### config.mk
export PLATFORM = sky130hd
export DESIGN_NAME = chash_sample_ctrl
export DESIGN_NICKNAME = d
export VERILOG_FILES = /design/src/rtl/chash_pkg.sv /design/src/rtl/chash_sample_ctrl.sv
export SDC_FILE = /design/constraint.sdc
export NUM_CORES = 1
export LEC_CHECK = 0
export BUFFER_PORTS_ARGS = -buffer_cell sky130_fd_sc_hd__buf_2
export CAP_MARGIN = 20
export CORE_AREA = 2 2 107 109
export DETAILED_ROUTE_END_ITERATION = 10
export DIE_AREA = 0 0 109 111
export PLACE_DENSITY_LB_ADDON = 0.12
export SKIP_LAST_GASP = 1
export SYNTH_ARGS = -nofsm -noshare
export SYNTH_HDL_FRONTEND = slang
export SYNTH_SLANG_ARGS = --single-unit
### constraint.sdc
create_clock -name clk -period 3.7 [get_ports clk]
set_input_delay 0.185 -clock clk [delete_from_list [all_inputs] [get_ports clk]]
set_output_delay 0.185 -clock clk [all_outputs]
set_load 0.01 [all_outputs]
### src/rtl/chash_pkg.sv
// Shared definitions for the challenge-polynomial placement sequencer:
// FSM states, c-region geometry, candidate field positions and lane widths.
package chash_pkg;

  typedef enum logic [2:0] {
    S_IDLE,
    S_CLEAR,
    S_FETCH,
    S_ISSUE,
    S_WAIT1,
    S_WAIT2,
    S_COMMIT,
    S_DONE
  } state_t;

  localparam int unsigned C_WORDS  = 256;
  localparam int unsigned WC_W     = 8;
  localparam int unsigned PC_W     = 6;
  localparam int unsigned ADDR_W   = 11;

  // Candidate layout: [9:1] coefficient index, [0] sign.
  localparam int unsigned CAND_W   = 10;
  localparam int unsigned IDX_MSB  = 9;
  localparam int unsigned IDX_LSB  = 1;

  localparam int unsigned LANE24_W = 48;
  localparam int unsigned LANE25_W = 50;

  // Word holding a coefficient: two coefficients per word, so drop the
  // low index bit (the half selector).
  function automatic logic [WC_W-1:0] word_of(input logic [CAND_W-1:0] cand);
    return cand[IDX_MSB:IDX_LSB+1];
  endfunction

  // c-region word address; {base, word} zero-extended to the RAM address width.
  function automatic logic [ADDR_W-1:0] c_addr(input logic [1:0] base,
                                               input logic [WC_W-1:0] word);
    return {1'b0, base, word};
  endfunction

endpackage

### src/rtl/chash_sample_ctrl.sv
// Sequencer for the challenge-polynomial placement datapath: clears the c
// region, then streams hash candidates through read -> datapath -> write-back
// until W nonzero coefficients are placed.
// Optional: define CHASH_REJECT_CNT_EN to add the rej_cnt output.
module chash_sample_ctrl
  import chash_pkg::*;
#(
  parameter int unsigned W    = 19,
  parameter logic [1:0]  BASE = 2'b11
) (
  input  logic                clk,
  input  logic                rst,
  input  logic                start,
  input  logic [15:0]         hin_data,
  input  logic                hin_valid,
  output logic                hin_ready,
  output logic [ADDR_W-1:0]   mem_raddr,
  output logic [15:0]         dp_chash_addr,
  output logic                dp_in_flag,
  input  logic [ADDR_W-1:0]   dp_addr,
  input  logic [LANE24_W-1:0] dp_dout24,
  input  logic [LANE25_W-1:0] dp_dout25,
  input  logic                dp_flag,
  output logic                mem_we,
  output logic [ADDR_W-1:0]   mem_waddr,
  output logic [LANE24_W-1:0] mem_wdata24,
  output logic [LANE25_W-1:0] mem_wdata25,
  output logic                busy,
  output logic                done
`ifdef CHASH_REJECT_CNT_EN
  ,
  output logic [15:0]         rej_cnt
`endif
);

  localparam logic [PC_W-1:0] PC_LAST = PC_W'(W - 1);
  localparam logic [WC_W-1:0] WC_LAST = WC_W'(C_WORDS - 1);

  state_t            state_q, state_d;
  logic [WC_W-1:0]   wc_q, wc_d;
  logic [CAND_W-1:0] cand_q, cand_d;
  logic [PC_W-1:0]   pc_q, pc_d;

  // hin_data[15:10] carry no information for placement.
  logic unused_hin_hi;
  assign unused_hin_hi = ^hin_data[15:CAND_W];

  // Next-state and counter update.
  always_comb begin
    state_d = state_q;
    wc_d    = wc_q;
    cand_d  = cand_q;
    pc_d    = pc_q;
    unique case (state_q)
      S_IDLE: begin
        if (start) begin
          state_d = S_CLEAR;
          wc_d    = '0;
          pc_d    = '0;
        end
      end
      S_CLEAR: begin
        wc_d = wc_q + WC_W'(1);
        if (wc_q == WC_LAST) state_d = S_FETCH;
      end
      S_FETCH: begin
        if (hin_valid) begin
          cand_d  = hin_data[CAND_W-1:0];
          state_d = S_ISSUE;
        end
      end
      S_ISSUE: state_d = S_WAIT1;
      S_WAIT1: state_d = S_WAIT2;
      S_WAIT2: state_d = S_COMMIT;
      S_COMMIT: begin
        if (dp_flag) begin
          pc_d    = pc_q + PC_W'(1);
          state_d = (pc_q == PC_LAST) ? S_DONE : S_FETCH;
        end else begin
          state_d = S_FETCH;
        end
      end
      S_DONE:  state_d = S_IDLE;
      default: state_d = S_IDLE;
    endcase
  end

  // FSM and counter registers, synchronous active-low reset.
  always_ff @(posedge clk) begin
    if (!rst) begin
      state_q <= S_IDLE;
      wc_q    <= '0;
      cand_q  <= '0;
      pc_q    <= '0;
    end else begin
      state_q <= state_d;
      wc_q    <= wc_d;
      cand_q  <= cand_d;
      pc_q    <= pc_d;
    end
  end

  // Output decode from the registered state; COMMIT forwards the datapath
  // word combinationally so the write lands in the same cycle.
  always_comb begin
    hin_ready     = 1'b0;
    mem_raddr     = '0;
    dp_chash_addr = '0;
    dp_in_flag    = 1'b0;
    mem_we        = 1'b0;
    mem_waddr     = '0;
    mem_wdata24   = '0;
    mem_wdata25   = '0;
    unique case (state_q)
      S_CLEAR: begin
        mem_we    = 1'b1;
        mem_waddr = c_addr(BASE, wc_q);
      end
      S_FETCH: hin_ready = hin_valid;
      S_ISSUE: begin
        dp_in_flag    = 1'b1;
        mem_raddr     = c_addr(BASE, word_of(cand_q));
        dp_chash_addr = {6'b0, cand_q};
      end
      S_WAIT1, S_WAIT2: dp_chash_addr = {6'b0, cand_q};
      S_COMMIT: begin
        dp_chash_addr = {6'b0, cand_q};
        if (dp_flag) begin
          mem_we      = 1'b1;
          mem_waddr   = dp_addr;
          mem_wdata24 = dp_dout24;
          mem_wdata25 = dp_dout25;
        end
      end
      default: ;
    endcase
  end

  assign busy = (state_q != S_IDLE);
  assign done = (state_q == S_DONE);

`ifdef CHASH_REJECT_CNT_EN
  logic [15:0] rej_cnt_q, rej_cnt_d;

  // Rejected-commit counter: cleared on an accepted start, saturating.
  always_comb begin
    rej_cnt_d = rej_cnt_q;
    if (state_q == S_IDLE && start) begin
      rej_cnt_d = '0;
    end else if (state_q == S_COMMIT && !dp_flag && rej_cnt_q != '1) begin
      rej_cnt_d = rej_cnt_q + 16'd1;
    end
  end

  // Rejected-commit counter register.
  always_ff @(posedge clk) begin
    if (!rst) rej_cnt_q <= '0;
    else      rej_cnt_q <= rej_cnt_d;
  end

  assign rej_cnt = rej_cnt_q;
`endif

endmodule

Word-level counts from Yosys, hierarchy flattened
Cells that the tools add are included.
{"block": "classes", "n_addsub": 2, "eq_ne": 13, "muxes": 23, "n_reduce_logical": 9}
{"operator": "two-way mux 50 bit", "n": 2}
{"operator": "two-way mux 48 bit", "n": 2}
{"operator": "case mux 3 bit (8 select lines)", "n": 1}
{"operator": "case mux 11 bit (2 select lines)", "n": 1}
{"operator": "two-way mux 10 bit", "n": 2}
{"operator": "case mux 8 bit (2 select lines)", "n": 1}
{"operator": "two-way mux 3 bit", "n": 5}
{"operator": "== test 3 bit, second input constant", "n": 4}
{"operator": "two-way mux 6 bit", "n": 2}
{"operator": "case mux 6 bit (2 select lines)", "n": 1}
{"operator": "two-way mux 11 bit", "n": 1}
{"operator": "adder 8 x 1 -> 8 bit, second input constant", "n": 1}
{"operator": "== test 8 bit, second input constant", "n": 1}
{"operator": "two-way mux 8 bit", "n": 1}
{"operator": "inequality test 2 bit, second input constant", "n": 4}
{"operator": "adder 6 x 1 -> 6 bit, second input constant", "n": 1}
{"operator": "== test 3 x 2 -> 1 bit, second input constant", "n": 2}
{"operator": "== test 6 x 5 -> 1 bit, second input constant", "n": 1}
{"operator": "AND reduction 3 bit", "n": 2}
{"operator": "AND reduction 2 bit", "n": 2}
{"operator": "nonzero test 2 bit", "n": 2}
{"operator": "OR reduction 4 bit", "n": 1}
{"operator": "== test 3 x 1 -> 1 bit, second input constant", "n": 1}
{"operator": "logical NOT 3 bit", "n": 1}
{"operator": "other kinds (3)", "n": 5}
{"block": "word_totals", "reg_bits": 27, "input_bits": 130, "output_inout_bits": 141, "wordCells": 51}

Longest topological paths before layout
Gate-level depths: netlist of run 1.
{"block": "depth", "depth_word": 4, "mapped_depth": 6, "mapped_depth_nobuf": 4}

Worst setup path before layout of run 1
Ideal clock, no wire load.
{"block": "synth_timing", "path_kind": "reg2reg", "startpoint": "register state_q[2]", "endpoint": "register pc_q[1]", "setup_ns": 0.068, "arrival_ns": 1.594, "required_ns": 3.632, "slack_ns": 2.038, "stages_incl_launch_ff": 6, "n_path_buf": 2, "period_less_slack_ns": 1.662, "path_cell_list": "dfxtp_1 -> buf_6 -> or4b_4 -> buf_6 -> a2111o_1 -> a21oi_2"}
{"block": "synth_between", "elab_chain_len": 3, "elab_cells_between_ends": 7, "cone_classes": "eq/ne: 3; mux: 1; reduce/logical: 3"}
{"item": "start: declaration", "line": "chash_sample_ctrl.sv:39", "text": "state_t state_q, state_d;"}
{"item": "start signal: assignment", "line": "chash_sample_ctrl.sv:96", "text": "state_q <= state_d;"}
{"item": "== test 3 bit or logical NOT 3 bit (tied branches)", "line": "chash_sample_ctrl.sv:54", "text": "unique case (state_q)"}
{"item": "inequality test 2 bit (no line) or nonzero test 2 bit (tied branches)"}
{"item": "AND reduction 3 bit (no line)"}
{"item": "end signal: assignment", "line": "chash_sample_ctrl.sv:99", "text": "pc_q <= pc_d;"}
{"item": "end: declaration", "line": "chash_sample_ctrl.sv:42", "text": "logic [PC_W-1:0] pc_q, pc_d;"}
Several ways; a longest one is shown, not always the timed one.
A chain may end at the register's enable or synchronous reset.

Worst setup path after layout of run 1
{"block": "layout_timing", "startpoint": "register state_q[1]", "endpoint": "output mem_wdata25[48]"}
{"block": "layout_between", "elab_chain_len": 2}
{"item": "== test 3 bit", "line": "chash_sample_ctrl.sv:114", "text": "unique case (state_q)"}
{"item": "two-way mux 50 bit", "line": "chash_sample_ctrl.sv:114"}
{"item": "end: declaration", "line": "chash_sample_ctrl.sv:27", "text": "output logic [LANE25_W-1:0] mem_wdata25,"}
No other way between the ends.

==> impl_metrics.py, run 1 <==
metrics = {
    "outcome": {
        "status": "complete, no violations",
    },
    "cells_and_area": {
        "layout-drive-gt1-share_pct": 48.0,
        "final_cell_mix": "buf_2, and2_1, nand2_1, dfxtp_1, a21oi_1",
        "layout-area-overhead-vs-synth_pct": 60.4,
        "final_core_util_pct": 33.5,
        "final_cells": 699,
        "num-nets-final": 690,
        "antenna_cells": 0,
        "layout_commonest_cell": "buf_2",
    },
    "floorplanning": {
        "row_count": 39,
        "die_w_um": 109,
        "dieArea_um2": 12100,
        "core_region_area_um2": 11100,
        "io_pins": 271,
        "initial_utilization_pct": 20.9,
        "fp.dieH_um": 111,
    },
    "placement": {
        "place.gp.congestion": 0.921,
        "dp_hpwl_um": 9420,
        "portBuffers": 257,
        "placedCellCount": 695,
        "dp_slack_ps": 1290,
    },
    "worst_setup_path": {
        "crit_type": "reg -> out",
        "required_ps": 3510,
        "r2r-start": "state_q[1]",
        "crit_chain": "and4b_2 > buf_4 > and2_1 > buf_2",
        "cpPeakStageDelay_ps": 700,
        "slowest_stage": "dfxtp_1",
        "arrival_ps": 2530,
        "path_delay_family": "simple AND/OR/NAND/NOR gates",
        "critical_path.endpoint_type": "primary output",
        "r2r-end": "pc_q[0]",
        "ff2ff_path_depth": 4,
        "critPathLaunchType": "flip-flop",
        "critPathBufInv": 2,
        "cp.depth": 4,
        "r2r_slack_ps": 1640,
        "cp_max_fo": 43,
    },
    "synth": {
        "synthMuxAreaShare_pct": 2.16,
        "synth-xor-area-share_pct": 0.378,
        "yosysWarnings": 0,
        "async_reset_ff_share_pct": 0,
        "postSynthAreaPerCell_um2": 7.19,
        "synth_edf_count": 0,
        "ys_types": 45,
        "netlist_area_um2": 2320,
        "synth_top_family_by_area": "simple AND/OR/NAND/NOR gates",
        "synth_compound_gate_area_share_pct": 13.6,
        "ys_seq_elements": 27,
        "synth_cells": 322,
        "synthSimpleGateAreaFrac_pct": 49.4,
        "seq_area_frac_synth_pct": 23.3,
        "synth_fa_ha_area_share_pct": 1.62,
        "synth_flop_cell": "dfxtp_1",
    },
    "pwr": {
        "finalPower_uw": 657,
        "ir_drop_uv": 153,
        "power.density_nw_per_um2": 177,
        "p_leak_uw": 0.00211,
    },
    "clocking": {
        "cts_buffers": 3,
        "post_cts_buffers": 0,
        "holdBufCountCts": 0,
        "worstSkewPairLatency_ps": 270,
        "cts_tree": "yes",
        "cts.sinks": 27,
        "clockRootBuffer": "clkbuf_16",
        "clockBufferDepth": 2,
        "cts_resized": 0,
        "cts.clk_slew.worst_paths_ps": 70,
        "htreeDepth": 1,
    },
    "timing": {
        "setup_tns_ps": 0,
        "relSlewSlack_pct": 53.1,
        "min_period_ps": 2710,
        "postLayoutSetupSlackWorst_ps": 986,
        "skew_ps": 5.66,
        "worstMarginPinSlew_ps": 701,
        "hold_viol_final": 0,
        "fin_crit_sh_pct": 73.3,
        "fmax_mhz": 368,
        "finalSetupViolations": 0,
        "final-max-slew-violation-count": 0,
        "rsz0062_at_grt": "false",
    },
    "routing": {
        "first_iter_violations": 168,
        "drc": 0,
        "wl_um": 11600,
        "drt_pass1_iterations": 4,
        "viasPerCell": 4.42,
        "wl_per_cell_um": 16.6,
        "vias": 3090,
        "ant_nets": 0,
    },
    "min_path": {
        "hp-start": "hin_data[9]",
        "hold_path_depth": 3,
        "min_to": "cand_q[9]",
        "hold_class": "in -> reg",
    },
    "global_routing": {
        "grt_usage_pct": 17.6,
        "antenna_found_initial": 0,
        "grt_pass1_vias": 2769,
        "grt.overflow.total": 0,
        "grt_max_degree": 44,
        "grt_pass1_wl_um": 16000,
    },
    "flow_run": {
        "cap_viol_max_count": 0,
    },
}
## synthesized netlist by cell type (3+ instances only)
cell        n  area share [%]
clkbuf_1   23             3.7
nand3b_1    3            0.97
a311oi_1    3             1.1
o21ai_0     4            0.86
a22o_1      7             2.6
buf_6       3             1.5
nor2_1      6            0.97
nand2_1    34             5.5
nand4_1     3            0.81
and2_1    107              29
nand2b_1    3            0.81
a21oi_1    17             3.7
nand3_1    13             2.8
nor3_1      3            0.65
ha_1        3             1.6
buf_4       9             2.9
nor2b_1    12             3.2
inv_1       5            0.81
dfxtp_1    27              23
mux2i_1     5             2.2
## flip-flops by register name, summed over array words and instances (netlist names)
name / cells
pc_q: 6
state_q: 3
wc_q: 8
cand_q: 10
## how the worst max path moves through the flow
stage / start / end / slack, ps
floorplan: state_q[2] / pc_q[1] / 2040
global placement: state_q[1] / mem_wdata25[48] / 1330
detailed placement: state_q[1] / mem_wdata25[48] / 1290
CTS: state_q[1] / mem_wdata25[48] / 990
global route: state_q[1] / mem_wdata25[48] / 760
finish: state_q[1] / mem_wdata25[48] / 990
## worst reg2reg max path, cell delays in order (launching register included)
cell and delay (ps):
dfxtp_1 700, and4b_2 700, buf_4 380, nand2_1 90
a21oi_1 120
## report_power, final
part           switching [µW]  internal, µW
Clock                     108           146
Combinational            46.4          58.3
Sequential               5.14           293
Total                     160           497
## layout make-up
class | count | area [µm²]
Timing Repair Buffer | 260 | 1310
Sequential cell | 27 | 541
Tap cell | 143 | 179
Clock inverter | 1 | 5.00
Inverter | 6 | 22.5
Multi-Input combinational cell | 259 | 1580
Fill cell | 1241 | 7360
Clock buffer | 3 | 75.1
## metrics by stage
| step | instance area [µm²] | hold slack (ps) |
|---|---|---|
| 2_1_floorplan | 2340 | 321 |
| 4_1_cts | 3710 | 148 |
| 6_report | 3710 | 148 |
| 3_3_place_gp | 3630 | 428 |
| 3_5_place_dp | 3630 | 432 |
| 5_1_grt | 3710 | 155 |
## kinds of logic (layout without fill, tap and decap cells)
| group | count (synthesis) | after routing |
|---|---|---|
| and+or+nand+nor | 197 | 197 |
| AOI/OAI and AO/OA | 46 | 46 |
| buffers and inverters | 42 | 270 |
| DFF | 27 | 27 |
| muxes | 5 | 5 |
| adders and majority gates | 3 | 3 |
| other | 1 | 7 |
| xor gates and xnor gates | 1 | 1 |
## metal layers
| metal | global-route usage, % | vias to the layer above | share of wire, % |
|---|---|---|---|
| met5 | 0 | - | 0 |
| met4 | 4.79 | 0 | 1.8 |
| met3 | 2.65 | 9 | 8.3 |
| met2 | 29.5 | 155 | 47 |
| met1 | 23.3 | 1404 | 43 |
| li1 | - | 1522 | - |
Note: power is estimated with default switching activity, not from simulation.
==> run 2: changes to the inputs <==
ABC_AREA = 1   (was unset)
CORE_AREA = 2 2 105 107   (was 2 2 107 109)
DIE_AREA = 0 0 107 109   (was 0 0 109 111)
clock period = 2.72 ns   (was 3.7 ns; I/O delays follow)
==> impl_metrics.py, run 2 <==
metrics = {
    "cells_and_area": {
        "layout-area-overhead-vs-synth_pct": 61.1,
        "final_cell_mix": "buf_2, nor2_1, inv_1, nand2_1, dfxtp_1",
        "largest_reg_flops": 10,
        "fill_cells": 1223,
        "top_regs": "cand_q: 10 flops, wc_q: 8 flops, pc_q: 6 flops",
        "layout_commonest_cell": "buf_2",
        "layout-drive-gt1-share_pct": 39.0,
        "top_register": "cand_q",
        "num-nets-final": 829,
        "finalInstanceArea_um2": 3770,
    },
    "clocking": {
        "worstSkewPairLatency_ps": 270,
        "cts_tree": "yes",
        "post_cts_buffers": 0,
        "clockRootBuffer": "clkbuf_8",
        "holdBufCountCts": 0,
        "htreeDepth": 1,
        "cts.sinks": 27,
        "cts_buffers": 3,
        "clockBufferDepth": 2,
        "cts.clk_slew.worst_paths_ps": 90,
        "cts_resized": 0,
    },
    "worst_setup_path": {
        "crit_chain": "nand4_1 > buf_4 > nor2_1 > buf_2",
        "cpPeakStageDelay_ps": 480,
        "required_ps": 2580,
        "crit_type": "reg -> out",
        "cp_max_fo": 62,
        "r2r_slack_ps": 1120,
        "critical_path.endpoint_type": "primary output",
        "critPathLaunchType": "flip-flop",
        "arrival_ps": 1890,
        "slowest_stage": "dfxtp_1",
    },
    "timing": {
        "fmax_mhz": 493,
        "final-max-slew-violation-count": 0,
        "finalSetupViolations": 0,
        "postLayoutSetupSlackWorst_ps": 691,
        "min_period_ps": 2030,
        "rsz0062_at_grt": "false",
        "setup_tns_ps": 0,
        "relSlewSlack_pct": 61.5,
        "worstMarginPinSlew_ps": 578,
        "fin_crit_sh_pct": 74.6,
        "hold_viol_final": 0,
        "skew_ps": 4.48,
    },
    "synth": {
        "synthSimpleGateAreaFrac_pct": 35.6,
        "synth_common_cells": "nor2_1, inv_1, nand2_1",
        "synth-xor-area-share_pct": 0.375,
        "synth.most_common_cell": "nor2_1",
        "netlist.area_leader.share_pct": 23.1,
        "synth_edf_count": 0,
        "async_reset_ff_share_pct": 0,
        "ys_seq_elements": 27,
        "synth_fa_ha_area_share_pct": 1.61,
        "netlist_area_um2": 2340,
        "synth_top_family_by_area": "simple AND/OR/NAND/NOR gates",
        "yosysWarnings": 0,
        "yosys.area.top_type": "dfxtp_1",
        "synth_cells": 450,
        "ys_types": 27,
        "postSynthAreaPerCell_um2": 5.19,
        "yosys-top-cells-area": "dfxtp_1, nor2_1, inv_1",
        "synth_compound_gate_area_share_pct": 12.1,
        "seq_area_frac_synth_pct": 23.1,
        "synthMuxAreaShare_pct": 0,
        "synth_flop_cell": "dfxtp_1",
    },
    "placement": {
        "place.gp.congestion": 0.891,
        "portBuffers": 257,
        "dp_hpwl_um": 8260,
        "dp_slack_ps": 935,
        "detailed_place.area_um2": 3710,
    },
    "pwr": {
        "power.density_nw_per_um2": 292,
        "finalPower_uw": 1100,
        "power.internal_uw": 694,
        "p_leak_uw": 0.00260,
        "pwr-share-seq_pct": 41.2,
        "switching_share_pct": 36.8,
        "ir_drop_uv": 185,
        "p_clk_share_pct": 21.2,
        "p_comb_share_pct": 37.6,
        "power_switching_uw": 404,
    },
    "floorplanning": {
        "die_w_um": 107,
        "row_count": 38,
        "io_pins": 271,
        "core_region_area_um2": 10600,
        "fp.dieH_um": 109,
        "dieArea_um2": 11700,
        "initial_utilization_pct": 22.0,
    },
    "routing": {
        "drt_pass1_iterations": 4,
        "wl_per_cell_um": 11.6,
        "viasPerCell": 3.95,
        "first_iter_violations": 219,
        "vias": 3315,
        "drc": 0,
        "ant_nets": 0,
        "wl_um": 9770,
    },
    "outcome": {
        "status": "complete, no violations",
    },
    "global_routing": {
        "antenna_found_initial": 0,
        "grt_usage_pct": 15.3,
        "grt_pass1_wl_um": 14300,
        "grt_max_degree": 63,
        "grt.overflow.total": 0,
        "grt_pass1_vias": 2848,
    },
    "min_path": {
        "hold_class": "in -> reg",
    },
    "flow_run": {
        "cap_viol_max_count": 0,
    },
}
## run 2: cell count changes in the layout (fill, tap and decap cells not counted), moves of 4 or more
cell	delta
nor2_1	+128
and2_1	-107
diode_2	+4
nor2b_1	-12
a22o_1	-7
nand2_1	+14
inv_1	+124
mux2i_1	-5
o21ai_0	+19
a21oi_1	+6
## run 2: per-stage QoR
step | hold slack, ps | std cells | util [%]
after global routing | 133 | 835 | 35.4
after floorplan | 326 | 456 | -
after global placement | 411 | 831 | 35.0
final | 134 | 839 | 35.5
after CTS | 123 | 835 | 35.4
after detailed placement | 419 | 831 | 35.0
## run 2: routing by layer
metal	vias to the layer above	share of wire, %	track usage (%)
li1	1769	-	-
met1	1396	42	18.6
met2	146	49	28.8
met3	4	8.6	2.51
met4	0	0.45	2.50
met5	-	0	0
## run 2: layout make-up
cell class	count	area [µm²]	share of cell area [%]
repair buffers	260	1310	34.8
multi-input cells	271	1190	31.5
flip-flops and latches	27	541	14.4
inverters	133	499	13.3
well taps	140	175	4.65
clock buffers	4	45.0	1.20
diodes	4	10.0	0.266
## run 2: power groups by stage
stage | clock network [µW] | logic, µW | registers (µW)
after global placement | 0 | 410 | 461
after global routing | 261 | 475 | 457
after detailed placement | 0 | 414 | 462
after CTS | 244 | 417 | 453
after floorplan | 0 | 252 | 454
final | 233 | 413 | 453
## run 2: worst max-delay path: cells and delay by family (launching register included)
family	cells	cell delay [ps]
buffers and inverters	2	590
flip-flops	1	480
AND/OR/NAND/NOR	2	530
## run 2: kinds of logic (layout without fill, tap and decap cells)
| group | Yosys count | in the layout |
|---|---|---|
| buffers and inverters | 158 | 397 |
| other | 1 | 11 |
| AOI/OAI and AO/OA | 52 | 52 |
| and+or+nand+nor | 208 | 208 |
| xor gates and xnor gates | 1 | 1 |
| DFF | 27 | 27 |
| adders and majority gates | 3 | 3 |
## run 2: final timing paths
path / startpoint / end / cells past startpoint
worst min register to register: cand_q[1] / cand_q[1] / 2
worst max-delay path: state_q[2] / mem_wdata24[17] / 4
worst max register to register: state_q[1] / cand_q[3] / 5
worst min-delay path: hin_data[9] / cand_q[9] / 3
==> run 3: changes to the inputs <==
CORE_AREA = 2 2 104 106   (was 2 2 105 107)
DIE_AREA = 0 0 106 108   (was 0 0 107 109)
clock period = 1.8 ns   (was 2.72 ns; I/O delays follow)
==> impl_metrics.py, run 3 (same netlist as run 2, synthesis figures left out) <==
metrics = {
    "cells_and_area": {
        "finalInstanceArea_um2": 3820,
        "top_register": "cand_q",
        "top_regs": "cand_q: 10 flops, wc_q: 8 flops, pc_q: 6 flops",
        "num-nets-final": 834,
        "final_cell_mix": "buf_2, nor2_1, inv_1, nand2_1, dfxtp_1",
        "fill_cells": 1216,
        "layout-drive-gt1-share_pct": 40.0,
        "layout-area-overhead-vs-synth_pct": 63.7,
        "largest_reg_flops": 10,
        "layout_commonest_cell": "buf_2",
    },
    "worst_setup_path": {
        "path_common_cell": "nand2_1",
        "r2r_slack_ps": 320,
        "slowest_stage": "dfxtp_1",
        "required_ps": 1710,
        "arrival_ps": 1520,
        "cpPeakStageDelay_ps": 410,
        "critical_path.endpoint_type": "primary output",
        "cp_max_fo": 10,
        "critPathLaunchType": "flip-flop",
        "crit_type": "reg -> out",
        "crit_chain": "nand2_1 > nor2_2 > inv_2 > nand2_1 > clkinv_2 > nor2_1 > buf_2",
    },
    "routing": {
        "wl_per_cell_um": 12.3,
        "first_iter_violations": 209,
        "ant_nets": 0,
        "viasPerCell": 3.97,
        "wl_um": 10300,
        "vias": 3325,
        "drt_pass1_iterations": 4,
        "drc": 0,
    },
    "global_routing": {
        "grt_pass1_wl_um": 15400,
        "grt_usage_pct": 16.9,
        "antenna_found_initial": 2,
        "grt_max_degree": 56,
        "grt_pass1_vias": 3014,
        "grt.overflow.total": 0,
    },
    "floorplanning": {
        "core_region_area_um2": 10200,
        "row_count": 37,
        "io_pins": 271,
        "fp.dieH_um": 108,
        "initial_utilization_pct": 22.8,
        "dieArea_um2": 11400,
        "die_w_um": 106,
    },
    "placement": {
        "place.gp.congestion": 0.816,
        "portBuffers": 257,
        "dp_hpwl_um": 8670,
        "detailed_place.area_um2": 3760,
    },
    "pwr": {
        "power.density_nw_per_um2": 445,
        "p_leak_uw": 0.00263,
        "ir_drop_uv": 329,
    },
    "timing": {
        "final-max-slew-violation-count": 0,
        "timing.hold.ws_ps": 70.6,
        "fmax_mhz": 621,
        "hold_viol_final": 0,
        "setup_tns_ps": 0,
        "min_period_ps": 1610,
        "rsz0062_at_grt": "false",
        "fin_crit_sh_pct": 89.4,
        "finalSetupViolations": 0,
        "skew_ps": 12.4,
    },
    "clocking": {
        "worstSkewPairLatency_ps": 290,
        "cts_buffers": 3,
        "clockRootBuffer": "clkbuf_8",
        "cts.clk_slew.worst_paths_ps": 110,
        "cts_tree": "yes",
        "htreeDepth": 1,
        "clockBufferDepth": 2,
        "cts.sinks": 27,
    },
    "flow_run": {
        "cap_viol_max_count": 0,
    },
    "outcome": {
        "status": "complete, no violations",
    },
    "min_path": {
        "hold_class": "in -> reg",
    },
}
[run 3: changes by cell type in the layout (fill, tap and decap cells not counted), sizes merged]
cell | before | now
clkinvlp | 0 | 1
clkbuf | 4 | 3
diode | 4 | 1
buf | 260 | 265
[run 3: timing repair]
| item | CTS | global route |
|---|---|---|
| setup buffers | 0 | 1 |
| pin swaps | 0 | 1 |
| hold buffers | 0 | 0 |
| setup endpoints to repair | 10 | 56 |
| resized for setup | 1 | 2 |
| cloned | 0 | 0 |
[run 3: stage by stage]
stage	power [µW]	setup slack, ps	util [%]	std cells
after detailed placement	1340	286	36.8	831
after floorplan	1070	377	-	456
after global placement	1330	304	36.8	831
after CTS	1720	4.82	37.3	835
final	1700	190	37.4	837
after global routing	1830	23.7	37.4	836
[run 3: area by class of cell]
class | count | area, µm² | share of cell area, %
Antenna cell | 1 | 2.50 | 0.0654
Clock buffer | 3 | 41.3 | 1.08
Clock inverter | 1 | 7.51 | 0.196
Inverter | 133 | 500 | 13.1
Multi-Input combinational cell | 271 | 1190 | 31.1
Sequential cell | 27 | 542 | 14.2
Tap cell | 136 | 170 | 4.45
Timing Repair Buffer | 265 | 1370 | 35.9
[run 3: worst paths after layout]
path,startpoint,to,cells past startpoint
setup / recovery,state_q[1],dp_chash_addr[1],7
hold / removal,hin_data[2],cand_q[2],3
setup reg to reg,state_q[0],pc_q[4],8
hold reg to reg,cand_q[0],cand_q[0],2
[run 3: power breakdown]
part,switching [µW],leakage (µW),internal (µW),total (µW)
combinational,384,0.00239,262,646
clock,217,0.0000217,158,374
sequential,35.8,0.000219,645,681
total,636,0.00263,1060,1700
[run 3: per-layer routing]
layer  up-vias  share of wire (%)  GRT usage [%]  wire, µm
met5         -               0.22              0        23
met4         4               0.68           3.29        70
met3         8                8.0           3.74       823
met2       130                 48           30.6      4910
met1      1411                 43           20.7      4490
li1       1772                  -              -         -
[run 3: worst max-delay path: cells and delay by family, from the launching register on]
family	cells	cell delay, ps
buffers and inverters	3	330
DFF	1	410
and+or+nand+nor	4	490
